==> src/rtl/im_serial_loader.sv <==
// Instruction-memory program loader: receives a framed byte stream (length, payload, XOR checksum),
// writes MSB-first 32-bit words to consecutive addresses and gates the CPU reset on the result.
module im_serial_loader #(
    parameter int ADDR_WIDTH = 8
) (
    input  logic                  clk,
    input  logic                  rstn,
    input  logic                  load_start,
    input  logic [7:0]            rx_data,
    input  logic                  rx_valid,
    output logic                  rx_ready,
    output logic                  im_we,
    output logic [ADDR_WIDTH-1:0] im_addr,
    output logic [31:0]           im_wdata,
    output logic                  cpu_rstn,
    output logic                  busy,
    output logic                  done,
    output logic                  err
);

    localparam int CNT_W = ADDR_WIDTH + 1;

    typedef enum logic [2:0] {
        ST_IDLE   = 3'd0,
        ST_LEN_HI = 3'd1,
        ST_LEN_LO = 3'd2,
        ST_DATA   = 3'd3,
        ST_WRITE  = 3'd4,
        ST_CHECK  = 3'd5,
        ST_DONE   = 3'd6,
        ST_ERR    = 3'd7
    } state_t;

    state_t                state_r;
    state_t                state_nxt_s;
    logic [ADDR_WIDTH-1:0] im_addr_r;
    logic [31:0]           im_wdata_r;
    logic                  cpu_rstn_r;
    logic                  busy_r;
    logic                  done_r;
    logic                  err_r;
    logic [7:0]            csum_r;
    logic [7:0]            len_hi_r;
    logic [15:0]           len_r;
    logic [1:0]            bcnt_r;
    logic [CNT_W-1:0]      wcnt_r;
    logic                  rx_ready_s;
    logic                  im_we_s;
    logic                  accept_s;
    logic [15:0]           n_s;
    logic                  len_zero_s;
    logic                  len_over_s;
    logic                  last_word_s;
    logic                  csum_ok_s;

    function automatic logic [7:0] csum_update(input logic [7:0] acc, input logic [7:0] b);
        return acc ^ b;
    endfunction

    assign accept_s    = rx_valid && rx_ready_s;
    assign n_s         = {len_hi_r, rx_data};
    assign len_zero_s  = (n_s == 16'd0);
    // A full memory (N == 2^ADDR_WIDTH) is legal; only strictly larger images are rejected.
    assign len_over_s  = (32'(n_s) > (32'd1 << ADDR_WIDTH));
    assign last_word_s = ((32'(wcnt_r) + 32'd1) == 32'(len_r));
    assign csum_ok_s   = (rx_data == csum_r);

    // State register
    always_ff @(posedge clk or negedge rstn) begin
        if (!rstn) begin
            state_r <= ST_IDLE;
        end else begin
            state_r <= state_nxt_s;
        end
    end

    // Next-state decode
    always_comb begin
        state_nxt_s = state_r;
        case (state_r)
            ST_IDLE, ST_DONE, ST_ERR: begin
                if (load_start) state_nxt_s = ST_LEN_HI;
                else            state_nxt_s = state_r;
            end
            ST_LEN_HI: begin
                if (accept_s) state_nxt_s = ST_LEN_LO;
                else          state_nxt_s = ST_LEN_HI;
            end
            ST_LEN_LO: begin
                if (!accept_s)      state_nxt_s = ST_LEN_LO;
                else if (len_zero_s) state_nxt_s = ST_CHECK;
                else if (len_over_s) state_nxt_s = ST_ERR;
                else                 state_nxt_s = ST_DATA;
            end
            ST_DATA: begin
                if (accept_s && (bcnt_r == 2'd3)) state_nxt_s = ST_WRITE;
                else                              state_nxt_s = ST_DATA;
            end
            ST_WRITE: begin
                if (last_word_s) state_nxt_s = ST_CHECK;
                else             state_nxt_s = ST_DATA;
            end
            ST_CHECK: begin
                if (!accept_s)     state_nxt_s = ST_CHECK;
                else if (csum_ok_s) state_nxt_s = ST_DONE;
                else                state_nxt_s = ST_ERR;
            end
            default: state_nxt_s = ST_IDLE;
        endcase
    end

    // Output decode from state
    always_comb begin
        rx_ready_s = 1'b0;
        im_we_s    = 1'b0;
        case (state_r)
            ST_LEN_HI, ST_LEN_LO, ST_DATA, ST_CHECK: rx_ready_s = 1'b1;
            ST_WRITE:                                im_we_s    = 1'b1;
            default: begin
                rx_ready_s = 1'b0;
                im_we_s    = 1'b0;
            end
        endcase
    end

    // Session datapath: header capture, word assembly, address/count and status flags
    always_ff @(posedge clk or negedge rstn) begin
        if (!rstn) begin
            im_addr_r  <= '0;
            im_wdata_r <= 32'd0;
            cpu_rstn_r <= 1'b1;
            busy_r     <= 1'b0;
            done_r     <= 1'b0;
            err_r      <= 1'b0;
            csum_r     <= 8'd0;
            len_hi_r   <= 8'd0;
            len_r      <= 16'd0;
            bcnt_r     <= 2'd0;
            wcnt_r     <= '0;
        end else begin
            case (state_r)
                ST_IDLE, ST_DONE, ST_ERR: begin
                    if (load_start) begin
                        cpu_rstn_r <= 1'b0;
                        busy_r     <= 1'b1;
                        done_r     <= 1'b0;
                        err_r      <= 1'b0;
                        im_addr_r  <= '0;
                        csum_r     <= 8'd0;
                        bcnt_r     <= 2'd0;
                        wcnt_r     <= '0;
                    end
                end
                ST_LEN_HI: begin
                    if (accept_s) begin
                        len_hi_r <= rx_data;
                        csum_r   <= csum_update(csum_r, rx_data);
                    end
                end
                ST_LEN_LO: begin
                    if (accept_s) begin
                        len_r  <= n_s;
                        csum_r <= csum_update(csum_r, rx_data);
                        if (!len_zero_s && len_over_s) begin
                            err_r  <= 1'b1;
                            busy_r <= 1'b0;
                        end
                    end
                end
                ST_DATA: begin
                    if (accept_s) begin
                        im_wdata_r <= {im_wdata_r[23:0], rx_data};
                        bcnt_r     <= bcnt_r + 2'd1;
                        csum_r     <= csum_update(csum_r, rx_data);
                    end
                end
                ST_WRITE: begin
                    im_addr_r <= im_addr_r + ADDR_WIDTH'(1);
                    wcnt_r    <= wcnt_r + CNT_W'(1);
                end
                ST_CHECK: begin
                    if (accept_s) begin
                        busy_r <= 1'b0;
                        if (csum_ok_s) begin
                            done_r     <= 1'b1;
                            cpu_rstn_r <= 1'b1;
                        end else begin
                            err_r <= 1'b1;
                        end
                    end
                end
                default: ;
            endcase
        end
    end

    assign rx_ready = rx_ready_s;
    assign im_we    = im_we_s;
    assign im_addr  = im_addr_r;
    assign im_wdata = im_wdata_r;
    assign cpu_rstn = cpu_rstn_r;
    assign busy     = busy_r;
    assign done     = done_r;
    assign err      = err_r;

endmodule

==> config.mk <==
export PLATFORM = sky130hd
export DESIGN_NAME = im_serial_loader
export DESIGN_NICKNAME = d
export VERILOG_FILES = /design/src/rtl/im_serial_loader.sv
export SDC_FILE = /design/constraint.sdc
export NUM_CORES = 1
export LEC_CHECK = 0
export ABC_AREA = 1
export CORE_MARGIN = 2
export CORE_UTILIZATION = 52
export CTS_CLUSTER_SIZE = 10
export DETAILED_ROUTE_END_ITERATION = 12
export HOLD_SLACK_MARGIN = 0.12
export PLACE_DENSITY_LB_ADDON = 0.05
export SETUP_SLACK_MARGIN = 0.3
export SYNTH_ARGS = -nofsm -noshare
export SYNTH_HDL_FRONTEND = slang
export SYNTH_SLANG_ARGS = --single-unit
==> constraint.sdc <==
create_clock -name clk -period 1.72 [get_ports clk]
set_input_delay 0.344 -clock clk [delete_from_list [all_inputs] [get_ports clk]]
set_output_delay 0.344 -clock clk [all_outputs]
set_load 0.03 [all_outputs]
==> flow_summary.json <==
{
  "async_reset_ff_share_pct": 100,
  "status": "finished, violations left",
  "fp.dieArea_um2": 8980,
  "wl_per_cell_um": 18.6,
  "p_per_area_nw_per_um2": 1810,
  "min_period_ns": 1.76,
  "wl_met3_um": 669,
  "r2r-start": "state_r[1]",
  "vias_per_cell": 5.51,
  "worstSetupPathType": "reg2out",
  "stdcell_count": 773,
  "fp.dieH_um": 94.8,
  "max_freq_mhz": 570,
  "drive_gt1_share_pct": 45.5,
  "seqPwrFrac_pct": 29.7,
  "synthFlopType": "dfrtp_1",
  "avgSynthCellArea_um2": 8.10,
  "cts_inserted_buffers": 9,
  "grt_usage_pct": 30.0,
  "drc": 0,
  "antenna_cells": 0,
  "syn_to_final_growth_pct": 58.6,
  "cts_root_buffer": "clkbuf_8",
  "core_area_um2": 8090,
  "cp-startpoint": "state_r[1]",
  "routed.top_layer": "met4",
  "slowest_stage": "dfrtp_2",
  "yosysWarningCount": 0,
  "drt-met1-wl_um": 5580,
  "drtPass1Iterations": 5,
  "rows": 33,
  "ys_ff_latch": 90,
  "drt_iter0_markers": 241,
  "setup_ws_ns": -0.0354,
  "rsz0062_at_grt": "yes",
  "power.switching_mw": 5.37,
  "numPortBuffers": 57,
  "io_pins": 58,
  "clockPowerShare_pct": 15.9,
  "rr_endpoint": "csum_r[7]",
  "ff2ff_path_depth": 10,
  "synthesis.area_um2": 4290,
  "netSwitchingFraction_pct": 43.6,
  "critPathCapture": "im_we",
  "cp_data_required_time_ns": 1.38,
  "htree_num_levels": 3,
  "hp-class": "in2reg",
  "overflow": 0,
  "crit_family": "flip-flops",
  "fin_skew_ns": 0.0138,
  "grt_max_degree": 33,
  "ff2ff_setup_slack_ns": 0,
  "cts_buffer_depth": 2,
  "start_kind": "flip-flop",
  "critPathArrivalTime_ns": 1.41,
  "antenna_found_initial": 0,
  "dp_hpwl_um": 7580,
  "cp_num_buf_inv": 3,
  "failed_checks": "setup timing",
  "place_congestion": 0.894,
  "yosysMostFrequentCell": "nand2_1",
  "vdd_ir_drop_max_mv": 1.29,
  "grt_pass1_wl_um": 20300,
  "finalHoldViolations": 0,
  "clkLatencyLatePin_ns": 0.37,
  "critPathMaxFanout": 2,
  "dp.cells": 706,
  "fillerInstances": 445,
  "ys_seq_area_share_pct": 52.6,
  "worstMarginPinSlew_ns": 0.414,
  "synth_nets": 544,
  "netlist.area_leader.share_pct": 52.0,
  "yosysTopAreaCell": "dfrtp_1",
  "slew_violations": 0,
  "synth_edf_count": 0,
  "totalWireLength_um": 14400,
  "yosys-top-cells-area": "dfrtp_1, nand2_1, o21ai_0, inv_1, nand3_1",
  "crit_chain": "nor2_4, inv_2, nor2_1, buf_4, buf_6",
  "p_leak_nw": 3.38,
  "path_depth": 5,
  "num_vias": 4263,
  "slew_headroom_pct": 72.4,
  "p_comb_share_pct": 54.4,
  "start_util_pct": 53.0,
  "met2_length_um": 7590,
  "maxCapViolCount": 0,
  "finalCritPeriodShare_pct": 102,
  "synth.distinct_cells": 36,
  "fin_nets": 678,
  "die_x_um": 94.8,
  "clkSinkCount": 90,
  "clk_pin_slew_ns": 0.09,
  "cellInternalPower_mw": 6.94,
  "endpoint_kind": "primary output",
  "grt_pass1_vias": 4043,
  "tns_ns": -0.0354,
  "synth_top_cells_by_count": "nand2_1, dfrtp_1, inv_1, o21ai_0, nand3_1",
  "cts_tree": "yes",
  "setup_viol": 1,
  "slowest_delay_ns": 0.45,
  "ant_nets": 0,
  "synthCells": 529,
  "whs_ns": 0.378
}
-- layout make-up --
| type | instances | area, um^2 | area share (%) |
|---|---|---|---|
| multi-input combinational | 355 | 2370 | 34.9 |
| clock inverter | 7 | 146 | 2.15 |
| timing repair inverter | 1 | 16.3 | 0.239 |
| inverter | 70 | 285 | 4.20 |
| clock buffer | 9 | 124 | 1.82 |
| timing repair buffer | 136 | 1450 | 21.4 |
| tap | 105 | 131 | 1.93 |
| sequential | 90 | 2270 | 33.4 |
-- worst min-delay path, stage by stage --
cell	delay, ns
dlymetal6s2s_1	0.20
nand2_4	0.11
o21ai_1	0.06
-- power by group through the flow --
stage / Combinational [mW] / Sequential, mW / Clock [mW]
CTS: 5.63 / 3.47 / 1.93
global placement: 4.12 / 3.46 / 0
detailed placement: 4.19 / 3.47 / 0
global route: 7.07 / 3.73 / 2.05
floorplan: 1.92 / 4.11 / 0
finish: 6.70 / 3.66 / 1.95
-- worst min path at each step --
stage,start,endpoint,slack [ns],cells after the start
after floorplan,rstn,bcnt_r[0],0.05,0
after global placement,rstn,len_r[15],0.28,1
after detailed placement,rstn,len_r[14],0.28,1
after CTS,rstn,len_r[15],0.46,2
after global routing,rx_data[3],len_r[3],0.37,3
final,rx_data[3],len_r[3],0.38,3
-- what timing repair did --
action | 4_1_cts | 5_1_grt
setup endpoints to repair | 109 | 114
pin swaps | 26 | 22
hold endpoints to repair | 24 | 0
hold buffers | 1 | 0
resized for setup | 270 | 225
gates cloned | 10 | 2
setup buffers | 27 | 11
-- metal layers --
layer  global-route usage, %  up-vias
li1                        -     1963
met2                    51.6      148
met1                    36.4     2109
met5                       0        -
met3                    5.27       43
met4                    14.6        0
-- cell families after synthesis --
group                      synth area share, %
buffers and inverters                     7.59
xor gates and xnor gates                  2.22
and+or+nand+nor                           25.6
DFF                                       52.6
AOI/OAI and AO/OA                         11.1
adders and majority gates                0.876
-- state kept, by name, indices dropped and copies added, names as in the netlist --
| register | count |
|---|---|
| len_r | 16 |
| im_wdata | 32 |
| csum_r | 8 |
| state_r | 3 |
| busy | 1 |
| im_addr | 8 |
| err | 1 |
| done | 1 |
| wcnt_r | 9 |
| bcnt_r | 2 |
| len_hi_r | 8 |
| cpu_rstn | 1 |
-- per-stage QoR --
step	setup slack [ns]	util (%)	area [um^2]	power [mW]
6_report	-0.0354	84.0	6800	12.3
5_1_grt	-0.0812	84.0	6800	12.9
4_1_cts	0.0593	78.0	6310	11.0
3_5_place_dp	-0.246	64.1	5190	7.66
3_3_place_gp	-0.145	64.1	5190	7.58
2_1_floorplan	0.212	-	4300	6.04
-- cell usage in the layout (no fill, tap or decap), types with 4 or more instances in the layout --
cell	n
a21oi_1	5
buf_12	12
buf_16	9
buf_2	35
buf_4	31
buf_6	29
bufinv_16	4
clkbuf_8	9
clkdlybuf4s15_2	7
clkdlybuf4s50_1	8
dfrtp_1	77
dfrtp_2	12
inv_1	57
inv_2	9
nand2_1	112
nand2_2	27
nand2_4	31
nand3_1	24
nand3b_1	6
nand4_1	9
nor2_1	21
nor2_2	5
nor2_4	7
o21ai_0	15
o21ai_1	16
o21ai_2	37
o21ai_4	4
xor2_1	5
(Power assumes the default switching activity.)
==> edit, RTL diff (same flow settings) <==
Encoding of `state_t`: now Gray code (3 bits for 8 states).
--- a/src/rtl/im_serial_loader.sv
+++ b/src/rtl/im_serial_loader.sv
@@ -23,10 +23,10 @@
     typedef enum logic [2:0] {
-        ST_IDLE   = 3'd0,
-        ST_LEN_HI = 3'd1,
-        ST_LEN_LO = 3'd2,
-        ST_DATA   = 3'd3,
-        ST_WRITE  = 3'd4,
-        ST_CHECK  = 3'd5,
-        ST_DONE   = 3'd6,
-        ST_ERR    = 3'd7
+        ST_IDLE   = 3'b000,
+        ST_LEN_HI = 3'b001,
+        ST_LEN_LO = 3'b011,
+        ST_DATA   = 3'b010,
+        ST_WRITE  = 3'b110,
+        ST_CHECK  = 3'b111,
+        ST_DONE   = 3'b101,
+        ST_ERR    = 3'b100
     } state_t;
Check against the original RTL: no difference found for any inputs over 10 cycles, from zero or initial values and one cycle with rstn low; not proved beyond that.
==> edit against the original RTL <==
The run still ends with setup timing left; worst setup slack gained 0.0047 ns; area after synthesis shrank 2.2%; routed wire length shrank 21%; largest cell class is now sequential cells; sequential cell count is the same; total power shrank 17%; critical path type unchanged; die area shrank 2.1%; register-to-register slack gained 0.06 ns; design area shrank 15%.
==> edit: results (changes against the original RTL) <==
{| class="wikitable"
! Metric !! Value
|-
| DR pass1 iterations || 4 (-1)
|-
| Layout filler cell count || 556 (+25%)
|-
| Critical path fanouts, max || 3 (+1)
|-
| All-layer global routing usage || 25.9% (-4.1 points)
|-
| Setup slack at placement || -0.106 ns (+0.141 ns)
|-
| Share of the synthesized area in compound gates (AO/OA/AOI/OAI) || 9.85% (-1.3 points)
|-
| Tightest Pin Transition || 0.339 ns (-0.0752 ns)
|-
| Sequential cell area fraction in the yosys report || 53.8% (+1.2 points)
|-
| Number of instances in the placed design || 671 (-5.0%)
|-
| Failing checks || setup timing
|-
| Routability congestion estimate || 0.877 (-1.9%)
|-
| Final worst-path cycle share || 102% (-0.27 points)
|-
| Setup TNS || -0.0538 ns (-0.0184 ns)
|-
| Met2 WL post-DR || 5660 µm (-25%)
|-
| Placement Cell Area || 5060 µm² (-2.5%)
|-
| Top cells by instance count after synthesis || sky130_fd_sc_hd__nand2_1, sky130_fd_sc_hd__dfrtp_1, sky130_fd_sc_hd__inv_1
|-
| Final WS setup || -0.0307 ns (+0.00469 ns)
|-
| Number of setup violations in the final report || 2 (+1)
|-
| Worst Skew || 0.0136 ns (-0.000225 ns)
|-
| Post-synthesis xor/xnor area fraction || 1.67% (-0.55 points)
|-
| Largest net degree at the start of global routing || 32 (-3.0%)
|-
| Leading post-synthesis cells by cell area || sky130_fd_sc_hd__dfrtp_1, sky130_fd_sc_hd__nand2_1, sky130_fd_sc_hd__o21ai_0
|-
| DR WL met3 || 542 µm (-19%)
|-
| Number of cells in the finished layout apart from fillers || 720 (-6.9%)
|-
| Met1 wire length || 4810 µm (-14%)
|-
| Maximum VDD drop || 1140 µV (-12%)
|-
| Pleak || 2.87 nW (-15%)
|-
| HP Class || in2async
|-
| DP HPWL || 6740 µm (-11%)
|-
| Mux contribution to synthesized area || 2.42% (+2.4 points)
|-
| Distinct cells, synth || 30 (-17%)
|-
| Outcome || finished, violations left
|-
| Via count || 3854 (-9.6%)
|-
| Wire length per cell || 15.7 µm (-15%)
|-
| Share of post-route cells with drive strength above 1 || 30.4% (-15 points)
|-
| Iter 0 DRT Violations || 257 (+6.6%)
|-
| Wire length of the first global-routing pass || 17700 µm (-13%)
|-
| Number of global-route vias before repair || 3718 (-8.0%)
|}
-- edit: power by group --
group / switching [mW] / total (mW) / internal (mW)
logic: 3.01 / 5.09 / 2.08
registers: 0.621 / 3.59 / 2.96
clock network: 0.772 / 1.53 / 0.757
-- edit: logic make-up after synthesis --
| group | count (synthesis) |
|---|---|
| xor+xnor | 8 |
| fa+ha+maj | 3 |
| compound gates | 78 |
| buf+inv | 75 |
| flops | 90 |
| simple gates | 235 |
| mux | 9 |
-- edit: area by class of cell --
cell class	instances	share of cell area [%]
multi-input combinational	333	32.2
timing repair buffer	117	18.7
tap	102	2.21
inverter	62	4.16
clock buffer	11	2.62
sequential	90	39.1
clock inverter	5	1.04
-- edit: timing repair --
item	4_1_cts	5_1_grt
cloned	4	2
endpoints found under the setup margin	81	108
hold endpoints to repair	18	0
buffers inserted	20	6
hold buffers	1	0
gates resized for setup	178	104
pin swaps	6	12
-- edit: path summary, 6_finish.rpt --
kind                                             start                       end  slack, ns  depth (start not counted)
worst max-delay path            state_r[0]$_DFFE_PN0P_                     im_we      -0.03                          5
worst min-delay path                              rstn     wcnt_r[6]$_DFFE_PN0P_       0.40                          2
worst max register to register  state_r[0]$_DFFE_PN0P_    state_r[0]$_DFFE_PN0P_       0.06                         10
worst min register to register    cpu_rstn$_DFFE_PN1P_      cpu_rstn$_DFFE_PN1P_       0.48                          2
max in group asynchronous                         rstn  im_wdata[29]$_DFFE_PN0P_       0.67                          3
min in group clk                  cpu_rstn$_DFFE_PN1P_      cpu_rstn$_DFFE_PN1P_       0.48                          2
-- edit: routing by layer --
layer | GRT usage (%) | up-vias
met5 | 0 | -
met3 | 4.98 | 30
met4 | 9.06 | 0
met2 | 41.4 | 110
met1 | 35.6 | 1878
li1 | - | 1836
-- edit: critical path, cell delays in order (launching register included) --
cell,delay [ns]
sky130_fd_sc_hd__dfrtp_1,0.46
sky130_fd_sc_hd__inv_2,0.12
sky130_fd_sc_hd__nand2_2,0.08
sky130_fd_sc_hd__nor2_4,0.14
sky130_fd_sc_hd__buf_6,0.13
sky130_fd_sc_hd__buf_6,0.12
-- edit: metrics by stage --
step	power [mW]	util (%)
finish	10.2	74.4
global route	10.9	74.4
CTS	9.80	72.9
detailed placement	7.78	65.2
global placement	7.68	65.2
floorplan	6.15	-
